[src/rtl/rename_ctrl.sv]
// Register rename controller: IDLE/READ/WRITE against an external map table with a circular free list; accept-to-ren_valid 2 cycles, one rename per 3.
// disp_ready drops outside IDLE, on flush/reset, or when a dest needs a tag and none is free. Macro RENAME_CDB_BYPASS_EN enables CDB ready bypass on sources.
module rename_ctrl #(
  parameter int PHYS_REG_SZ = 64,
  parameter int ARCH_REG_SZ = 32,
  localparam int TW = $clog2(PHYS_REG_SZ),
  localparam int AW = $clog2(ARCH_REG_SZ),
  localparam int FL = PHYS_REG_SZ - ARCH_REG_SZ,
  localparam int CW = $clog2(FL + 1),
  localparam int PW = (FL > 1) ? $clog2(FL) : 1
) (
  input  logic          clock,
  input  logic          reset,
  input  logic          disp_valid,
  output logic          disp_ready,
  input  logic          disp_has_dest,
  input  logic [AW-1:0] disp_dest,
  input  logic [AW-1:0] disp_src1,
  input  logic [AW-1:0] disp_src2,
  output logic [1:0]    mt_cmd,
  output logic [AW-1:0] mt_reg_t,
  output logic [AW-1:0] mt_reg_t1,
  output logic [AW-1:0] mt_reg_t2,
  output logic [TW+1:0] mt_t,
  input  logic [TW+1:0] mt_t_out,
  input  logic [TW+1:0] mt_t1_out,
  input  logic [TW+1:0] mt_t2_out,
  output logic          ren_valid,
  output logic [TW-1:0] ren_tag,
  output logic [TW-1:0] ren_told,
  output logic [TW+1:0] ren_t1,
  output logic [TW+1:0] ren_t2,
  input  logic          retire_valid,
  input  logic [TW-1:0] retire_told,
  input  logic          flush,
  input  logic          cdb_valid,
  input  logic [TW-1:0] cdb_tag,
  output logic [CW-1:0] fl_count,
  output logic          err_overflow
);

  typedef enum logic [1:0] {IDLE = 2'd0, READ = 2'd1, WRITE = 2'd2} state_t;

  localparam logic [1:0] MT_NOP   = 2'b00;
  localparam logic [1:0] MT_READ  = 2'b01;
  localparam logic [1:0] MT_WRITE = 2'b10;

  state_t        state, state_nxt;
  logic          has_q;
  logic [AW-1:0] dest_q, src1_q, src2_q;
  logic [TW-1:0] fl_mem [FL];
  logic [PW-1:0] head, tail, rhead, rhead_nxt;
  logic [CW-1:0] inflight, infl_nxt, cnt_nxt;
  logic [TW-1:0] head_tag;
  logic          accept, pop, push;

  function automatic logic [PW-1:0] ptr_inc(input logic [PW-1:0] p);
    return (p == PW'(FL - 1)) ? '0 : p + 1'b1;
  endfunction

  assign head_tag   = fl_mem[head];
  assign disp_ready = (state == IDLE) && !flush && !reset && (!disp_has_dest || fl_count != '0);
  assign accept     = disp_valid && disp_ready;
  assign pop        = (state == WRITE) && !flush && has_q;
  assign push       = retire_valid && (fl_count != CW'(FL));

  // Retire always advances rhead and drains inflight, even when the push itself is dropped.
  always_comb begin
    rhead_nxt = retire_valid ? ptr_inc(rhead) : rhead;
    infl_nxt  = inflight + CW'(pop);
    if (retire_valid && infl_nxt != '0) infl_nxt = infl_nxt - 1'b1;
    cnt_nxt   = fl_count + CW'(push) - CW'(pop);
  end

  always_comb begin
    state_nxt = state;
    mt_cmd    = MT_NOP;
    mt_reg_t  = '0;
    mt_reg_t1 = '0;
    mt_reg_t2 = '0;
    mt_t      = '0;
    ren_valid = 1'b0;
    ren_tag   = '0;
    ren_told  = '0;
    ren_t1    = '0;
    ren_t2    = '0;
    case (state)
      IDLE: if (accept) state_nxt = READ;
      READ: begin
        state_nxt = WRITE;
        if (!reset) begin
          mt_cmd    = MT_READ;
          mt_reg_t  = dest_q;
          mt_reg_t1 = src1_q;
          mt_reg_t2 = src2_q;
        end
      end
      WRITE: begin
        state_nxt = IDLE;
        if (!reset && !flush) begin
          ren_valid = 1'b1;
          ren_t1    = mt_t1_out;
          ren_t2    = mt_t2_out;
`ifdef RENAME_CDB_BYPASS_EN
          if (cdb_valid && mt_t1_out[1] && cdb_tag == mt_t1_out[TW+1:2]) ren_t1[0] = 1'b1;
          if (cdb_valid && mt_t2_out[1] && cdb_tag == mt_t2_out[TW+1:2]) ren_t2[0] = 1'b1;
`endif
          if (has_q) begin
            mt_cmd   = MT_WRITE;
            mt_reg_t = dest_q;
            mt_t     = {head_tag, 2'b10};
            ren_tag  = head_tag;
            ren_told = mt_t_out[TW+1:2];
          end
        end
      end
      default: state_nxt = IDLE;
    endcase
    if (flush) state_nxt = IDLE;
  end

`ifndef RENAME_CDB_BYPASS_EN
  logic unused_cdb;
  assign unused_cdb = ^{cdb_valid, cdb_tag};
`endif
  logic unused_told_flags;
  assign unused_told_flags = ^mt_t_out[1:0];

  always_ff @(posedge clock) begin
    if (reset) begin
      state        <= IDLE;
      has_q        <= 1'b0;
      dest_q       <= '0;
      src1_q       <= '0;
      src2_q       <= '0;
      head         <= '0;
      tail         <= '0;
      rhead        <= '0;
      fl_count     <= CW'(FL);
      inflight     <= '0;
      err_overflow <= 1'b0;
      for (int i = 0; i < FL; i++) fl_mem[i] <= TW'(ARCH_REG_SZ + i);
    end else begin
      state <= state_nxt;
      if (accept) begin
        has_q  <= disp_has_dest;
        dest_q <= disp_dest;
        src1_q <= disp_src1;
        src2_q <= disp_src2;
      end
      if (push) begin
        fl_mem[tail] <= retire_told;
        tail         <= ptr_inc(tail);
      end
      if (retire_valid && !push) err_overflow <= 1'b1;
      rhead <= rhead_nxt;
      // Flush rewinds head to the oldest unretired pop and returns those tags.
      if (flush) begin
        head     <= rhead_nxt;
        fl_count <= cnt_nxt + infl_nxt;
        inflight <= '0;
      end else begin
        if (pop) head <= ptr_inc(head);
        fl_count <= cnt_nxt;
        inflight <= infl_nxt;
      end
    end
  end

endmodule

[config.mk]
export PLATFORM = sky130hd
export DESIGN_NAME = rename_ctrl
export DESIGN_NICKNAME = d
export VERILOG_FILES = /design/src/rtl/rename_ctrl.sv
export SDC_FILE = /design/constraint.sdc
export NUM_CORES = 1
export LEC_CHECK = 0
export ABC_AREA = 1
export BUFFER_PORTS_ARGS = -buffer_cell sky130_fd_sc_hd__buf_2
export CAP_MARGIN = 15
export CELL_PAD_IN_SITES_DETAIL_PLACEMENT = 0
export CELL_PAD_IN_SITES_GLOBAL_PLACEMENT = 1
export CORE_MARGIN = 5
export CORE_UTILIZATION = 49
export DETAILED_ROUTE_END_ITERATION = 8
export MAX_ROUTING_LAYER = met4
export PLACE_DENSITY = 0.9
export SLEW_MARGIN = 25
export SYNTH_ARGS = -nofsm -noshare
export SYNTH_HDL_FRONTEND = slang
export SYNTH_SLANG_ARGS = --single-unit
[constraint.sdc]
create_clock -name clock -period 10.1 [get_ports clock]
set_clock_uncertainty 0.15 [all_clocks]
set_input_delay 2.525 -clock clock [delete_from_list [all_inputs] [get_ports clock]]
set_output_delay 2.525 -clock clock [all_outputs]
set_load 0.02 [all_outputs]
==> metrics.md, run 1 <==
| Metric | Value |
|---|---|
| Status | `complete, no violations` |
| Syn Std Cell Area | `11800 um^2` |
| Post-Syn Instances | `1310` |
| GPL Wtd Cong | `0.845` |
| TritonCTS clock tree | `yes` |
| DR iter-0 viols | `810` |
| Per-instance average area after synthesis | `9.04 um^2` |
| GRT Resource Usage Total | `22.2%` |
| Synthesized net count | `1400` |
| CTS Buf Count | `26` |
| Initial antenna violation count | `0` |
| CP required | `7.43 ns` |
| DR DRC count | `0` |
| Clk slew on worst S/H paths | `0.06 ns` |
| Slew Viols, Final | `0` |
| Starting Density | `50.2%` |
| Minimum clock period | `7.36 ns` |
| Final wirelength | `29.1 mm` |
| Internal Power | `1.82 mW` |
| Ys Warns | `0` |
| CP endpoint kind | `output pin` |
| Worst-Skew Late Latency | `0.52 ns` |
| Final Net Count | `1472` |
| TNS Setup | `0 ns` |
| Comb pwr share | `19.5%` |
| I/O pin total | `120` |
| Commonest non-fill, non-tap cells in the layout | `283 x nor2_1, 216 x nand2_1, 192 x edfxtp_1` |
| Via count | `9252` |
| Final Hold Vio Count | `0` |
| Deepest clock path buffer count | `3` |
| Post-synth ARST share | `0%` |
| Area occupied by multi-input gates | `4170 um^2` |
| Number of global-route vias before repair | `9091` |
| Wire length per cell after detailed routing | `16.9 um` |
| Distinct cells, synth | `39` |
| First-pass GRT wire length | `46.3 mm` |
| Hold_buf cts | `0` |
| Share of Yosys cell area claimed by the top area cell type | `48.7%` |
| CTS Sinks | `243` |
| Worst IR Drop VDD | `0.166 mV` |
| Core footprint | `23600 um^2` |
| Post-DR vias/cell | `5.38` |
| Area grow syn2layout | `12.8%` |
| Leading area contributor after synthesis | `edfxtp_1` |
| Register Area | `6790 um^2` |
| Max Fclk | `0.136 GHz` |
| Sequential power share | `44.8%` |
| Relative slew slack | `36.1%` |
| I/O Buffers | `109` |
| PwrDens | `191 nW/um^2` |
| Hold Crit Class | `reg -> reg` |
| Crit share post-route | `72.8%` |
| Sequential-to-total area share from yosys stat | `57.3%` |
| # rows | `56` |
| Largest net degree at the start of global routing | `97` |
| Chip Height | `165 um` |
| Post-synth EDFFs | `192` |
| Remaining antenna violation count | `0` |
| Flop and latch count out of synthesis | `243` |
| Crit path launch type | `primary input` |
| Unrepaired setup endpoints after global routing | `no` |
| Top FF cell, synth | `edfxtp_1` |
| LEAKAGE | `4.95 nW` |
| Post-CTS Setup Bufs | `0` |
| Chip Width | `165 um` |
| Die area | `27400 um^2` |
| CP max FO | `13` |
| Fill cell count | `2119` |
| Gr ovfl total | `0` |
| Final hold slack | `0.304 ns` |
| Crit-path cells | `buf_2 -> nor2_1 -> inv_1 -> nor2_1 -> inv_2 -> a221oi_1 -> buf_2` |
| Largest cells by area after synthesis | `edfxtp_1 49%, nor2_1 9.0%, dfxtp_1 8.6%, nand2_1 6.8%, o21ai_0 5.2%` |
| Clock power frac | `35.7%` |
| Final WS setup | `2.74 ns` |
| Share of post-route cells with drive strength above 1 | `15.0%` |
| Crit path largest cell delay | `0.47 ns` |
| Post-DP HPWL | `18.8 mm` |
| Clock Root Buffer | `clkbuf_16` |
| # H-tree levels | `1` |
| Crit path DAT | `4.68 ns` |
| DP Worst Slack | `2.82 ns` |
| # resized after CTS | `0` |
| Critical setup path kind | `in -> out` |
| Slowest stage cell, crit path | `a221oi_1` |
| Maxcap violations | `0` |
| Switch share | `29.0%` |
| N_diodes | `0` |
| Net Switching | `741 uW` |
| Setup violators final | `0` |
| Detailed Routing Iterations Pass 1 | `5` |
| Worst-margin pin slew | `0.958 ns` |
| Commonest non-fill, non-tap cell in the layout | `nor2_1` |
## cell type report
class                   count  share of cell area [%]
clock buffers              32                    5.20
inverters                 146                    4.10
clock inverters            16                   0.871
multi-input cells         844                    31.3
well taps                 319                    2.99
flip-flops and latches    243                    50.8
repair buffers            121                    4.76
## synth_stat cells (3+ instances only)
cell,instances
edfxtp_1,192
a31oi_1,12
xnor2_1,3
a21oi_1,31
buf_2,12
inv_1,111
inv_2,33
nor2_1,283
o311ai_1,3
o221ai_1,34
nor3_1,11
o21ai_1,3
xor2_1,8
nand2_1,216
nand2_2,6
nand4_1,8
nor2_2,10
o21ai_0,122
dfxtp_1,51
nand3_1,26
o22ai_1,14
clkbuf_1,56
nand3_2,3
ha_1,30
a221oi_1,3
buf_4,8
o211ai_1,4
## path summary, 6_finish.rpt
| check | from | end | slack [ns] | cells past startpoint |
|---|---|---|---|---|
| worst min-delay path | dest_q[3] | dest_q[3] | 0.30 | 2 |
| worst min register to register | dest_q[3] | dest_q[3] | 0.30 | 2 |
| worst max-delay path | flush | ren_tag[2] | 2.74 | 7 |
| worst max register to register | state[0] | fl_count[5] | 5.95 | 25 |
## sequential cells by signal, summed over array words and instances, names as in the netlist, named ones only
register	count
rhead	5
fl_mem	192
err_overflow	1
inflight	6
fl_count	6
dest_q	5
tail	5
src1_q	5
has_q	1
state	2
head	5
src2_q	5
## through the flow
step / std cells / power [mW] / util [%] / cell area [um^2]
6_report: 1721 / 2.56 / 56.6 / 13400
5_1_grt: 1721 / 2.68 / 56.6 / 13400
2_1_floorplan: 1310 / 1.53 / - / 11800
3_3_place_gp: 1673 / 1.65 / 53.1 / 12500
3_5_place_dp: 1673 / 1.66 / 53.1 / 12500
4_1_cts: 1721 / 2.57 / 56.6 / 13400
## power by group through the flow
| stage | logic [mW] | clock network [mW] | registers (mW) |
|---|---|---|---|
| CTS | 0.501 | 0.923 | 1.15 |
| finish | 0.498 | 0.912 | 1.15 |
| floorplan | 0.353 | 0 | 1.17 |
| global placement | 0.486 | 0 | 1.17 |
| global route | 0.563 | 0.965 | 1.15 |
| detailed placement | 0.496 | 0 | 1.17 |
## cells by family after synthesis
family | share of synthesized area (%)
buffers and inverters | 7.46
other | 0.0317
DFF | 57.3
xor gates and xnor gates | 0.814
muxes | 0.169
adders and majority gates | 3.51
and+or+nand+nor | 19.3
AOI/OAI and AO/OA | 11.5
## critical path: cells and delay by family
family / cells / cell delay (ns)
and+or+nand+nor: 2 / 0.86
buffers and inverters: 4 / 0.82
AOI/OAI and AO/OA: 1 / 0.47
## layer usage
layer	vias to the layer above	part of all wire (%)	GRT usage (%)
met5	-	0	-
met4	0	3.0	7.01
li1	4525	-	-
met2	373	47	36.5
met1	4288	42	28.3
met3	66	7.9	3.65
No activity file was read; power rests on OpenSTA's default activity.
==> run 2: changes to the inputs <==
--- a/config.mk
+++ b/config.mk
@@ -11,10 +11,10 @@
 export CELL_PAD_IN_SITES_DETAIL_PLACEMENT = 0
 export CELL_PAD_IN_SITES_GLOBAL_PLACEMENT = 1
 export CORE_MARGIN = 5
-export CORE_UTILIZATION = 49
+export CORE_UTILIZATION = 46
 export DETAILED_ROUTE_END_ITERATION = 8
 export MAX_ROUTING_LAYER = met4
-export PLACE_DENSITY = 0.9
+export PLACE_DENSITY = 0.86
 export SLEW_MARGIN = 25
 export SYNTH_ARGS = -nofsm -noshare
 export SYNTH_HDL_FRONTEND = slang
==> constraint.sdc (replaced) <==
create_clock -name clock -period 7 [get_ports clock]
set_clock_uncertainty 0.15 [all_clocks]
set_input_delay 1.75 -clock clock [delete_from_list [all_inputs] [get_ports clock]]
set_output_delay 1.75 -clock clock [all_outputs]
set_load 0.02 [all_outputs]
==> run 2 against run 1 <==
Against the previous run:
- first-iteration DRC count rose by 4.0%
- final area rose by 0.63%
- largest power group unchanged
- sequential share of layout area fell by 0.32 points
- utilization fell by 3.3 points
- die area rose by 6.1%
- sequential cell count did not move
==> metrics.md, run 2 (synthesized netlist as in run 1, its figures left out) <==
| Metric | Value |
|---|---|
| Status | `complete, no violations` |
| TNS Setup | `0 ns` |
| Number of global-route vias before repair | `9049` |
| Hold_buf cts | `0` |
| Worst IR Drop VDD | `0.376 mV` |
| Core footprint | `25300 um^2` |
| # H-tree levels | `1` |
| Hold Crit Class | `reg -> reg` |
| Share of post-route cells with drive strength above 1 | `15.2%` |
| CTS Buf Count | `27` |
| Relative slew slack | `36.8%` |
| Post-CTS Setup Bufs | `0` |
| GRT Resource Usage Total | `21.0%` |
| R2r worst-path depth | `25` |
| First-pass GRT wire length | `47.4 mm` |
| Post-DP HPWL | `19.4 mm` |
| Remaining antenna violation count | `0` |
| Slew Viols, Final | `0` |
| Crit path launch type | `primary input` |
| DR iter-0 viols | `842` |
| Fin area | `13400 um^2` |
| Clock Root Buffer | `clkbuf_16` |
| Initial antenna violation count | `0` |
| Fill cell count | `2273` |
| WHS Path Cells | `2` |
| Area grow syn2layout | `13.5%` |
| Deepest clock path buffer count | `3` |
| Maxcap violations | `0` |
| TritonCTS clock tree | `yes` |
| GPL Wtd Cong | `0.838` |
| Post-DR vias/cell | `5.33` |
| Detailed Routing Iterations Pass 1 | `5` |
| Final wirelength | `29.9 mm` |
| I/O pin total | `120` |
| CP max FO | `13` |
| Chip Height | `170 um` |
| Starting Density | `46.9%` |
| Die area | `29100 um^2` |
| Unrepaired setup endpoints after global routing | `no` |
| Register with the most flip-flops | `fl_mem` |
| Final Net Count | `1474` |
| Worst-Skew Late Latency | `0.52 ns` |
| Max Fclk | `0.172 GHz` |
| Setup violators final | `0` |
| Biggest regs | `fl_mem x192, fl_count x6, inflight x6` |
| I/O Buffers | `109` |
| Final Hold Vio Count | `0` |
| Max reg flops | `192` |
| N_diodes | `0` |
| Clk slew on worst S/H paths | `0.06 ns` |
| Placed Area | `12600 um^2` |
| Crit path DAT | `3.91 ns` |
| CP required | `5.10 ns` |
| CTS Sinks | `243` |
| DR DRC count | `0` |
| # resized after CTS | `0` |
| # rows | `58` |
| Crit share post-route | `83.0%` |
| LEAKAGE | `4.98 nW` |
| CP endpoint kind | `output pin` |
| Commonest non-fill, non-tap cells in the layout | `283 x nor2_1, 216 x nand2_1, 192 x edfxtp_1` |
| Commonest non-fill, non-tap cell in the layout | `nor2_1` |
| Largest net degree at the start of global routing | `97` |
| Wire length per cell after detailed routing | `17.2 um` |
| Chip Width | `170 um` |
| PwrDens | `281 nW/um^2` |
| Worst-margin pin slew | `0.947 ns` |
| Minimum clock period | `5.81 ns` |
| Gr ovfl total | `0` |
| Via count | `9238` |
| Critical setup path kind | `in -> out` |
[run 2: changes by cell type in the layout (fill, tap and decap cells not counted)]
| cell | previous run | this run |
|---|---|---|
| inv_8 | 0 | 1 |
| buf_4 | 12 | 13 |
| clkinvlp_2 | 1 | 0 |
| bufinv_16 | 2 | 4 |
| inv_1 | 111 | 110 |
[run 2: path summary, 6_finish.rpt]
| kind | from | endpoint | slack [ns] |
|---|---|---|---|
| worst max-delay path | flush | ren_tag[2] | 1.19 |
| worst min-delay path | src2_q[2] | src2_q[2] | 0.30 |
| worst max register to register | state[0] | fl_count[5] | 2.87 |
| worst min register to register | src2_q[2] | src2_q[2] | 0.30 |
[run 2: report_power, final]
| group | leakage, nW | switching [mW] | internal (mW) |
|---|---|---|---|
| registers | 2.00 | 0.0344 | 1.62 |
| logic | 2.55 | 0.484 | 0.229 |
| clock network | 0.425 | 0.561 | 0.851 |
[run 2: through the flow]
stage                     hold slack (ns)  std cells  setup slack (ns)  util [%]  power [mW]
after floorplan                     0.280       1310              1.48         -        2.20
after global placement              0.290       1685              1.29      49.8        2.39
after detailed placement            0.297       1685              1.20      49.8        2.40
after CTS                           0.307       1734              1.20      53.2        3.81
after global routing                0.329       1734             0.936      53.2        3.96
final                               0.301       1734              1.19      53.2        3.78
[run 2: cell type report]
class,instances,area [um^2],share of cell area (%)
inverter,146,548,4.08
multi-input combinational,844,4170,31.1
timing repair buffer,122,643,4.79
tap,330,413,3.07
clock buffer,32,694,5.17
clock inverter,17,179,1.33
sequential,243,6790,50.5
[run 2: per-layer routing]
metal | part of all wire (%) | wire length (um) | global-route usage, % | vias to the layer above
met2 | 47 | 14200 | 33.9 | 377
met4 | 2.0 | 603 | 4.79 | 0
li1 | - | - | - | 4531
met3 | 7.2 | 2150 | 3.02 | 38
met5 | 0 | 0 | - | -
met1 | 43 | 12900 | 28.5 | 4292
[run 2: worst max-delay path, cell delays in order]
cell and delay (ns):
buf_2 0.19, nor2_1 0.46, inv_1 0.12, nor2_1 0.42, inv_2 0.27, a221oi_1 0.44
buf_2 0.25
==> run 3: changes to the inputs <==
--- a/config.mk
+++ b/config.mk
@@ -11,10 +11,10 @@
 export CELL_PAD_IN_SITES_DETAIL_PLACEMENT = 0
 export CELL_PAD_IN_SITES_GLOBAL_PLACEMENT = 1
 export CORE_MARGIN = 5
-export CORE_UTILIZATION = 46
+export CORE_UTILIZATION = 41
 export DETAILED_ROUTE_END_ITERATION = 8
 export MAX_ROUTING_LAYER = met4
-export PLACE_DENSITY = 0.86
+export PLACE_DENSITY = 0.81
 export SLEW_MARGIN = 25
 export SYNTH_ARGS = -nofsm -noshare
 export SYNTH_HDL_FRONTEND = slang
==> constraint.sdc (replaced) <==
create_clock -name clock -period 4.71 [get_ports clock]
set_clock_uncertainty 0.15 [all_clocks]
set_input_delay 1.1775 -clock clock [delete_from_list [all_inputs] [get_ports clock]]
set_output_delay 1.1775 -clock clock [all_outputs]
set_load 0.02 [all_outputs]
==> run 3 against run 2 <==
Against the previous run:
- global-route usage shrank 2.2 points
- setup slack lost 0.92 ns
- final area grew 1.5%
- clock-buffer cell count down 4
- largest power group unchanged
- highest routed layer unchanged
==> metrics.md, run 3 (synthesized netlist as in run 1, its figures left out) <==
| Metric | Value |
|---|---|
| Gr ovfl total | `0` |
| Setup violators final | `0` |
| Max reg flops | `192` |
| Post-DR vias/cell | `5.18` |
| Number of global-route vias before repair | `9082` |
| I/O pin total | `120` |
| Crit share post-route | `94.2%` |
| CP endpoint kind | `output pin` |
| Crit-path cells | `buf_4 -> o21ai_0 -> o221ai_1 -> a31oi_1 -> a221oi_1 -> buf_2` |
| DP Worst Slack | `0.263 ns` |
| WHS Endpoint | `src2_q[2]` |
| Clock Root Buffer | `clkbuf_16` |
| Register with the most flip-flops | `fl_mem` |
| Deepest clock path buffer count | `3` |
| R2r worst-path depth | `25` |
| Post-DP HPWL | `20.2 mm` |
| Clk slew on worst S/H paths | `0.06 ns` |
| Max Fclk | `0.225 GHz` |
| Clock power frac | `38.6%` |
| GPL Wtd Cong | `0.842` |
| Starting Density | `41.4%` |
| Status | `complete, no violations` |
| Chip Width | `180 um` |
| Core footprint | `28600 um^2` |
| Unrepaired setup endpoints after global routing | `no` |
| Met3 usage | `3.01%` |
| Final Hold Vio Count | `0` |
| Sequential power share | `42.9%` |
| Area grow syn2layout | `15.1%` |
| Worst-margin pin slew | `0.911 ns` |
| TritonCTS clock tree | `yes` |
| TNS Setup | `0 ns` |
| CP required | `3.38 ns` |
| PwrDens | `423 nW/um^2` |
| Largest net degree at the start of global routing | `61` |
| DR DRC count | `0` |
| Fill cell count | `2727` |
| # rows | `62` |
| CTS Sinks | `243` |
| Comb pwr share | `18.5%` |
| Crit path launch type | `flop` |
| Commonest non-fill, non-tap cells in the layout | `283 x nor2_1, 216 x nand2_1, 192 x edfxtp_1` |
| Critical R2R Capture | `fl_count[5]` |
| Worst-Skew Late Latency | `0.53 ns` |
| Commonest non-fill, non-tap cell in the layout | `nor2_1` |
| Fin util | `47.6%` |
| Via count | `9279` |
| # resized after CTS | `0` |
| Remaining antenna violation count | `0` |
| I/O Buffers | `109` |
| Hold Crit Class | `reg -> reg` |
| Die area | `32400 um^2` |
| Worst IR Drop VDD | `0.344 mV` |
| Minimum clock period | `4.43 ns` |
| Final WS setup | `0.275 ns` |
| DR iter-0 viols | `821` |
| Grt met2 use | `30.0%` |
| Detailed Routing Iterations Pass 1 | `5` |
| Post-CTS Setup Bufs | `0` |
| WHS Path Cells | `2` |
| Crit path largest cell delay | `0.87 ns` |
| M1 GR Usage | `25.6%` |
| Final Net Count | `1480` |
| First-pass GRT wire length | `48.3 mm` |
| Share of post-route cells with drive strength above 1 | `16.3%` |
| Relative slew slack | `38.6%` |
| Biggest regs | `fl_mem x192, fl_count x6, inflight x6` |
| CP max FO | `23` |
| LEAKAGE | `5.04 nW` |
| Wire length per cell after detailed routing | `17.1 um` |
| Final wirelength | `30.6 mm` |
| Switch share | `28.4%` |
| Initial antenna violation count | `0` |
| Net Switching | `1.63 mW` |
| Internal Power | `4.13 mW` |
| R2R Setup Slk | `0.89 ns` |
| GR peak layer | `met2` |
| Worst Min Path Start | `src2_q[2]` |
| Crit path DAT | `3.11 ns` |
| R2R Path Start | `state[0]` |
| GRT Resource Usage Total | `18.9%` |
| N_diodes | `0` |
| CTS Buf Count | `27` |
| Maxcap violations | `0` |
| # H-tree levels | `1` |
| Hold_buf cts | `0` |
| Slowest stage cell, crit path | `dfxtp_1` |
| Critical setup path kind | `reg -> out` |
| Chip Height | `180 um` |
| Slew Viols, Final | `0` |
run 3: area by class of cell:
class / count / area (um^2) / area share, %
sequential: 243 / 6790 / 49.8
inverter: 146 / 548 / 4.02
tap: 384 / 480 / 3.52
multi-input combinational: 844 / 4170 / 30.6
timing repair buffer: 128 / 713 / 5.23
clock buffer: 28 / 679 / 4.98
clock inverter: 20 / 251 / 1.84
run 3: stage by stage:
step	hold slack [ns]	cells	area [um^2]	power, mW
3_5_place_dp	0.294	1745	12700	3.58
2_1_floorplan	0.280	1310	11800	3.27
6_report	0.302	1793	13600	5.76
3_3_place_gp	0.291	1745	12700	3.56
4_1_cts	0.302	1793	13600	5.79
5_1_grt	0.315	1793	13600	6.03
run 3: worst max-delay path by stage:
stage	endpoint	slack (ns)	depth (start not counted)	start
6_report	ren_tag[2]	0.28	6	flop
5_1_grt	ren_tag[2]	0.15	6	flop
4_1_cts	mt_t[4]	0.33	6	flop
3_5_place_dp	fl_count[5]	0.26	23	flush
3_3_place_gp	fl_count[5]	0.27	23	flush
2_1_floorplan	ren_tag[2]	0.33	6	flush
run 3: power groups by stage:
| stage | clock (mW) | sequential [mW] | combinational, mW |
|---|---|---|---|
| floorplan | 0 | 2.52 | 0.756 |
| global placement | 0 | 2.52 | 1.04 |
| detailed placement | 0 | 2.52 | 1.06 |
| CTS | 2.25 | 2.47 | 1.07 |
| global route | 2.34 | 2.49 | 1.21 |
| finish | 2.22 | 2.47 | 1.07 |
run 3: worst max-delay path, delay by kind of cell, from the launching register on:
kind / cells / cell delay [ns]
AO/OA/AOI/OAI: 4 / 1.13
flip-flops: 1 / 0.87
buffers and inverters: 2 / 0.58
run 3: layer usage:
metal  vias up  share of wire (%)  routed length, um
li1       4532                  -                  -
met1      4329                 45              13800
met2       360                 45              13800
met3        58                7.4               2270
met4         0                2.3                701
met5         -                  0                  0
